--- src/rtl/lcd_cmd_seq.sv ---
`default_nettype none
// ============================================================================
// Module   : lcd_cmd_seq
// Purpose  : Host command FIFO and one-at-a-time issue sequencer for the LCD
//            image controller; optional busy-rise timeout via LCD_CMD_TIMEOUT_EN.
// Revision : 1.0
// ============================================================================
module lcd_cmd_seq #(
    parameter int DEPTH   = 8,
    parameter int TIMEOUT = 15
) (
    input  logic       clk,
    input  logic       reset,
    input  logic [3:0] host_cmd,
    input  logic       host_valid,
    output logic       host_ready,
    input  logic       lcd_busy,
    input  logic       lcd_done,
    output logic [3:0] cmd,
    output logic       cmd_valid,
    output logic [4:0] fifo_cnt,
    output logic       err_illegal,
    output logic       err_timeout,
    output logic       seq_done
);

    localparam int              AW          = (DEPTH > 1) ? $clog2(DEPTH) : 1;
    localparam logic [AW-1:0]   c_PTR_ONE   = AW'(1);
    localparam logic [4:0]      c_DEPTH     = 5'(DEPTH);
    localparam logic [3:0]      c_MAX_LEGAL = 4'd11;

    generate
        if ((DEPTH < 2) || (DEPTH > 16) || ((DEPTH & (DEPTH - 1)) != 0)) begin : g_bad_depth
            $error("lcd_cmd_seq: DEPTH must be a power of two in 2..16");
        end
        if ((TIMEOUT < 1) || (TIMEOUT > 15)) begin : g_bad_timeout
            $error("lcd_cmd_seq: TIMEOUT must be in 1..15");
        end
    endgenerate

    typedef enum logic [2:0] {
        S_IDLE    = 3'd0,
        S_ISSUE   = 3'd1,
        S_WAIT_HI = 3'd2,
        S_WAIT_LO = 3'd3,
        S_FINISH  = 3'd4
    } state_t;

    state_t        r_state;
    state_t        w_state_nxt;
    logic [3:0]    r_mem [DEPTH];
    logic [AW-1:0] r_wptr;
    logic [AW-1:0] r_rptr;
    logic [4:0]    r_cnt;
    logic          r_host_ready;
    logic [3:0]    r_cmd;
    logic          r_cmd_valid;
    logic          r_err_illegal;
    logic          r_err_timeout;
    logic          r_seq_done;

    logic          w_push_en;
    logic          w_push;
    logic          w_illegal;
    logic          w_pop;
    logic          w_timeout;
    logic [4:0]    w_cnt_nxt;
    logic          w_seq_done_nxt;
    logic          w_ready_nxt;

    assign w_push_en      = host_valid && r_host_ready;
    assign w_push         = w_push_en && (host_cmd <= c_MAX_LEGAL);
    assign w_illegal      = w_push_en && (host_cmd > c_MAX_LEGAL);
    assign w_cnt_nxt      = r_cnt + {4'd0, w_push} - {4'd0, w_pop};
    assign w_seq_done_nxt = r_seq_done || ((r_state == S_FINISH) && lcd_done);
    // Ready is registered, so it is computed from next-cycle values.
    assign w_ready_nxt    = (w_cnt_nxt != c_DEPTH) && (w_state_nxt != S_FINISH)
                            && !w_seq_done_nxt;

`ifdef LCD_CMD_TIMEOUT_EN
    localparam logic [3:0] c_TO_LAST = 4'(TIMEOUT - 1);
    logic [3:0] r_to_cnt;

    assign w_timeout = (r_state == S_WAIT_HI) && !lcd_busy && (r_to_cnt == c_TO_LAST);

    always_ff @(posedge clk or negedge reset) begin
        if (!reset) begin
            r_to_cnt <= 4'd0;
        end else if (r_state != S_WAIT_HI) begin
            r_to_cnt <= 4'd0;
        end else if (!lcd_busy) begin
            r_to_cnt <= r_to_cnt + 4'd1;
        end
    end
`else
    assign w_timeout = 1'b0;
`endif

    always_comb begin
        w_state_nxt = r_state;
        w_pop       = 1'b0;
        case (r_state)
            S_IDLE: begin
                if ((r_cnt != 5'd0) && !lcd_busy && !r_seq_done) begin
                    w_pop       = 1'b1;
                    w_state_nxt = S_ISSUE;
                end
            end
            S_ISSUE:   w_state_nxt = S_WAIT_HI;
            S_WAIT_HI: begin
                if (lcd_busy) begin
                    w_state_nxt = S_WAIT_LO;
                end else if (w_timeout) begin
                    w_state_nxt = S_ISSUE;
                end
            end
            S_WAIT_LO: begin
                // The write command closes the sequence.
                if (!lcd_busy) begin
                    w_state_nxt = (r_cmd == 4'd0) ? S_FINISH : S_IDLE;
                end
            end
            S_FINISH: begin
                if (lcd_done) begin
                    w_state_nxt = S_IDLE;
                end
            end
            default:   w_state_nxt = S_IDLE;
        endcase
    end

    always_ff @(posedge clk or negedge reset) begin
        if (!reset) begin
            r_state       <= S_IDLE;
            r_wptr        <= '0;
            r_rptr        <= '0;
            r_cnt         <= 5'd0;
            r_host_ready  <= 1'b0;
            r_cmd         <= 4'd0;
            r_cmd_valid   <= 1'b0;
            r_err_illegal <= 1'b0;
            r_err_timeout <= 1'b0;
            r_seq_done    <= 1'b0;
        end else begin
            r_state       <= w_state_nxt;
            r_cnt         <= w_cnt_nxt;
            r_host_ready  <= w_ready_nxt;
            r_err_illegal <= w_illegal;
            r_seq_done    <= w_seq_done_nxt;
            r_cmd_valid   <= (w_state_nxt == S_ISSUE);
            if (w_push) begin
                r_wptr <= r_wptr + c_PTR_ONE;
            end
            if (w_pop) begin
                r_rptr <= r_rptr + c_PTR_ONE;
                r_cmd  <= r_mem[r_rptr];
            end
            if (w_timeout) begin
                r_err_timeout <= 1'b1;
            end
        end
    end

    always_ff @(posedge clk) begin
        if (w_push) begin
            r_mem[r_wptr] <= host_cmd;
        end
    end

    assign host_ready  = r_host_ready;
    assign cmd         = r_cmd;
    assign cmd_valid   = r_cmd_valid;
    assign fifo_cnt    = r_cnt;
    assign err_illegal = r_err_illegal;
    assign err_timeout = r_err_timeout;
    assign seq_done    = r_seq_done;

endmodule
`default_nettype wire

--- config.mk ---
export PLATFORM = sky130hd
export DESIGN_NAME = lcd_cmd_seq
export DESIGN_NICKNAME = d
export VERILOG_FILES = /design/src/rtl/lcd_cmd_seq.sv
export SDC_FILE = /design/constraint.sdc
export NUM_CORES = 1
export LEC_CHECK = 0
export ABC_AREA = 0
export CAP_MARGIN = 25
export CELL_PAD_IN_SITES_DETAIL_PLACEMENT = 0
export CELL_PAD_IN_SITES_GLOBAL_PLACEMENT = 1
export CORE_MARGIN = 2
export CORE_UTILIZATION = 50
export CTS_CLUSTER_DIAMETER = 40
export DETAILED_ROUTE_END_ITERATION = 16
export PLACE_DENSITY = 0.87
export SYNTH_ARGS = -nofsm -noshare
export SYNTH_HDL_FRONTEND = slang
export SYNTH_SLANG_ARGS = --single-unit
--- constraint.sdc ---
create_clock -name clk -period 6.4 [get_ports clk]
set_input_delay 0.64 -clock clk [delete_from_list [all_inputs] [get_ports clk]]
set_output_delay 0.64 -clock clk [all_outputs]
set_load 0.005 [all_outputs]
Yosys cells after proc, flatten, opt, wreduce, memory -nomap -nowiden --
Memory sizes are Yosys's and may differ from the RTL's. A register that Yosys moved wholly into a read port is not among the register bits. Cells that the tools add are included.
Word-level totals: logic and storage cells 48, memories kept 1, register bits after elaboration 18, input bits 9, output and inout bits 14, RAM bits 32
Operators by class: $add $sub $neg 4, mux-type cells 10, reductions and logical operators 16, order comparisons 2, eq/ne operators 7
Memory list:
- r_mem | words 8, bits a word 4, rd ports 1, clocked after Yosys merged registers in 1, write ports 1, line 51 | logic [3:0] r_mem [DEPTH];
Operator list (count):
- two-way mux 3 bit | 5
- one-hot mux 3 bit (5 select lines) | 1
- logical AND 1 bit | 8
- adder 3 x 1 -> 3 bit (second input constant) | 2
- equality test 3 x 1 -> 1 bit (second input constant) | 2
- equality test 3 x 2 -> 1 bit (second input constant) | 2
- adder 5 x 1 -> 5 bit | 1
- != test 5 x 4 -> 1 bit (second input constant) | 1
- nonzero test 5 bit | 1
- subtractor 5 x 1 -> 5 bit | 1
- > comparator 4 bit (second input constant) | 1
- <= comparator 4 bit (second input constant) | 1
- zero test 1 bit | 4
- zero test 4 bit | 1
- two-way mux 1 bit | 4
- equality test 3 bit (second input constant) | 1
- zero test 3 bit | 1
- != test 3 bit (second input constant) | 1
- logical OR 1 bit | 1

Logic depth before layout (Yosys ltp) --
depth in word-level cells 9, mapped depth 14, depth with buffers taken out 13

Worst setup path after synthesis --
OpenSTA, ideal clock, no wires.
path kind input to register, start point input port lcd_busy, end point register r_host_ready (netlist: host_ready), stages 12, path buffers 1, setup time 129 ps, required time 6271 ps, arrival time 3142 ps, setup slack 3129 ps, cells stage by stage or4_4 > nor3_4 > buf_6 > ha_1 > inv_1 > ha_1 > inv_1 > fa_1 > nand2b_1 > a21oi_1 > xnor2_1 > o41a_1
Between the ends: word-level cells in the longest chain between the ends 9, elaborated cells between the ends (all ways) 14, classes of those cells add/sub: 1; eq/ne: 2; mux: 6; reduce/logical: 5
RTL lines:
- start: declaration | line 17 | input logic lcd_busy,
- zero test 1 bit
- logical AND 1 bit (2 in series) | line 104 | if ((r_cnt != 5'd0) && !lcd_busy && !r_seq_done) begin
- two-way mux 1 bit | line 104
- two-way mux 1 bit | line 102 | case (r_state)
- net w_pop | line 65 | logic w_pop;
- subtractor 5 x 1 -> 5 bit | line 74 | assign w_cnt_nxt = r_cnt + {4'd0, w_push} - {4'd0, w_pop};
- net w_cnt_nxt[4] | line 67 | logic [4:0] w_cnt_nxt;
- != test 5 x 4 -> 1 bit | line 77 | assign w_ready_nxt = (w_cnt_nxt != c_DEPTH) && (w_state_nxt != S_FINISH)
- logical AND 1 bit | line 77
- logical AND 1 bit | line 78 | && !w_seq_done_nxt;
- net w_ready_nxt | line 69 | logic w_ready_nxt;
- end signal: assignment | line 147 | r_host_ready <= w_ready_nxt;
- end: declaration | line 55 | logic r_host_ready;
The timed path passes the listed nets, and every way through them passes these cells. A chain may end at the register's enable or synchronous reset.

Worst setup path after layout --
start point input port lcd_busy, end point register r_host_ready (netlist: host_ready)
Between the ends: word-level cells in the longest chain between the ends 9, elaborated cells between the ends (all ways) 14, classes of those cells add/sub: 1; eq/ne: 2; mux: 6; reduce/logical: 5
RTL lines (line):
- zero test 1 bit
- logical AND 1 bit (2 in series) | 104
- two-way mux 1 bit | 104
- two-way mux 1 bit | 102
- subtractor 5 x 1 -> 5 bit | 74
- net w_cnt_nxt[4] | 67
- != test 5 x 4 -> 1 bit | 77
- logical AND 1 bit | 77
- logical AND 1 bit | 78
- net w_ready_nxt | 69
The timed path passes the listed nets, and every way through them passes these cells.

==> run metrics <==
Root Buffer=clkbuf_8; Unique masters post-synth=33; Post-Syn Area=between 2000 and 2500 µm²; Syn Inst Count=151; antenna violations before repair=0; total negative slack=0 ns; Critical Path RT=6.60 ns; slowest CP cell=or4_4; Post-DP HPWL=approximately 2700 µm; number of flops mapped to enable cells by yosys=32; YS warnings=0; commonest non-fill, non-tap cell in the layout=edfxtp_1; DRT Pass-1 Iters=4; final design instance area without fill=2690 µm²; Tot GR Track Use=16.3%; Iteration-0 DRC Markers=74; Max Clk Rate=0.267 GHz; Die ar.=5170 µm²; crit-path leading delay family=simple AND/OR/NAND/NOR gates; commonest non-fill, non-tap cells in the layout=edfxtp_1, dfrtp_1, clkdlybuf4s50_1; row count=24; Worst VDD drop=0.184 mV; # diodes=0; TritonCTS Buffers=5; antenna-violating nets left=0; area grow syn2layout=16.5%; CTS Sinks=54; DRC Markers=0; Fin Hold WS=around 0.52 ns; Critical Path Sink Type=flip-flop; Vias/cell=5.41; critical path class=input port to flip-flop; count of final hold-check violations=0; placed cell count=around 220; global route overflow=0; Ports=23; setup violators final=0; post-synthesis sequential area ratio=between 60% and 70%; share of cells above drive strength 1=14.8%; static leakage=1.01 nW; H-tree lvl count=2; placer congestion estimate=just over 0.8; worst slew pin tran=0.901 ns; filler instances=325; outcome=finished, final reports clean; Worst Path Max Fanout=13; Avg Cell Area, Syn=15.3 µm²; max-slew violations=0; Max Cap Viol=0; worst path cell trace=clkdlybuf4s50_1 -> or4_4 -> nor3_4 -> ha_1 -> inv_1 -> ha_1 -> inv_1 -> fa_1 -> nand2b_1 -> a21oi_1 -> xnor2_1 -> o41a_1; global-route wire length before repair=6200 µm; Die Wd=between 70 and 80 µm; via count=approximately 1.2k; cts hold-fix bufs=0; clk buf depth=2; initial cell density of the core=52.3%; drt wl/cell=16.2 µm; final cell utilization of the core=60.9%; FFs w/ async S/R, synth=approximately 40%; routed wire length=3700 µm; CTS tree=done; DP Worst Slack=approximately 2.3 ns; worst-skew pair later-pin latency=approximately 0.31 ns; CP Launch Type=input port; Post-CTS Setup Repair Bufs=0; RSZ-0062 raised after global routing=false; Synth Register Bits=54; ys flop type=edfxtp_1; final setup margin=between 2 and 3 ns; Final period util=58.5%; Core Area=4410 µm²; cts repair resizes=0; Post-Layout Cell Count=228; Die Y=between 70 and 80 µm; fin nets=193; PD cells=~450 nW/µm²; # port buffers=21; Slew HR=39.1%; placed inst area=around 2600 µm²; vias in the first global route=about 1.3k; Final Skew=0.00622 ns; Tightest Hold Check Type=flip-flop to flip-flop; largest stage delay on the critical path=roughly 0.57 ns; Pwr Total=roughly 1.2 mW; Critical path buffers and inverters=3; Worst-path clk slew=~0.090 ns; syn nets=169; largest net degree at the start of global routing=23; WP data arrival=3.94 ns; post-layout min period=3.74 ns
## cells by family (layout without fill, tap and decap cells)
kind of cell	count (synthesis)	count (layout)	share of synthesized area, %
adders and majority gates	9	9	5.21
and+or+nand+nor	39	39	8.73
xor gates and xnor gates	8	8	3.04
AOI/OAI and AO/OA	12	12	4.01
other	1	1	0.163
muxes	14	14	10.5
buffers and inverters	14	39	2.82
DFF	54	54	65.5
## flip-flops by register name, summed over array words and instances (netlist names)
register,flops
cmd,4
cmd_valid,1
err_illegal,1
fifo_cnt,5
host_ready,1
r_mem,32
r_rptr,3
r_state,3
r_wptr,3
seq_done,1
## per-layer routing
metal	GRT usage [%]	part of all wire (%)
met3	3.33	2.4
met5	0	0
met2	24.7	47
met4	8.18	2.5
met1	22.6	48
## worst paths after layout
path                             start           to  slack [ns]  depth (start not counted)
hold reg to reg              r_wptr[0]    r_wptr[0]        0.52                          1
min in group asynchronous        reset  fifo_cnt[3]        0.66                          1
hold / removal               r_wptr[0]    r_wptr[0]        0.52                          1
setup reg to reg           fifo_cnt[3]   host_ready        2.89                         13
setup / recovery              lcd_busy   host_ready        2.66                         12
max in group asynchronous        reset    r_wptr[2]        5.29                          2
## Yosys cell counts, drive strengths merged (3+ instances only)
cell type	count	area, µm²
edfxtp	32	961
xnor2	5	43.8
mux2i	4	40.0
nand2b	5	31.3
nor3	5	36.3
nand2	9	33.8
inv	9	33.8
dfrtp	22	551
mux4	8	180
xor2	3	26.3
a21oi	7	50.0
nor2	14	52.6
buf	4	27.5
ha	8	100
## area by class of cell
class	count	area, µm²	share of cell area [%]
Sequential cell	54	1510	56.2
Timing Repair Buffer	22	225	8.38
Clock inverter	2	38.8	1.44
Multi-Input combinational cell	83	731	27.2
Inverter	9	33.8	1.26
Tap cell	52	65.1	2.42
Clock buffer	6	82.6	3.07
## report_power, final
| part | leakage (nW) | internal [mW] | total [mW] | switching, mW |
|---|---|---|---|---|
| Sequential | 0.550 | 0.453 | 0.546 | 0.0925 |
| Combinational | 0.399 | 0.234 | 0.414 | 0.180 |
| Clock | 0.0618 | 0.129 | 0.240 | 0.111 |
| Total | 1.01 | 0.816 | 1.20 | 0.384 |
Note: power is estimated with default switching activity, not from simulation.
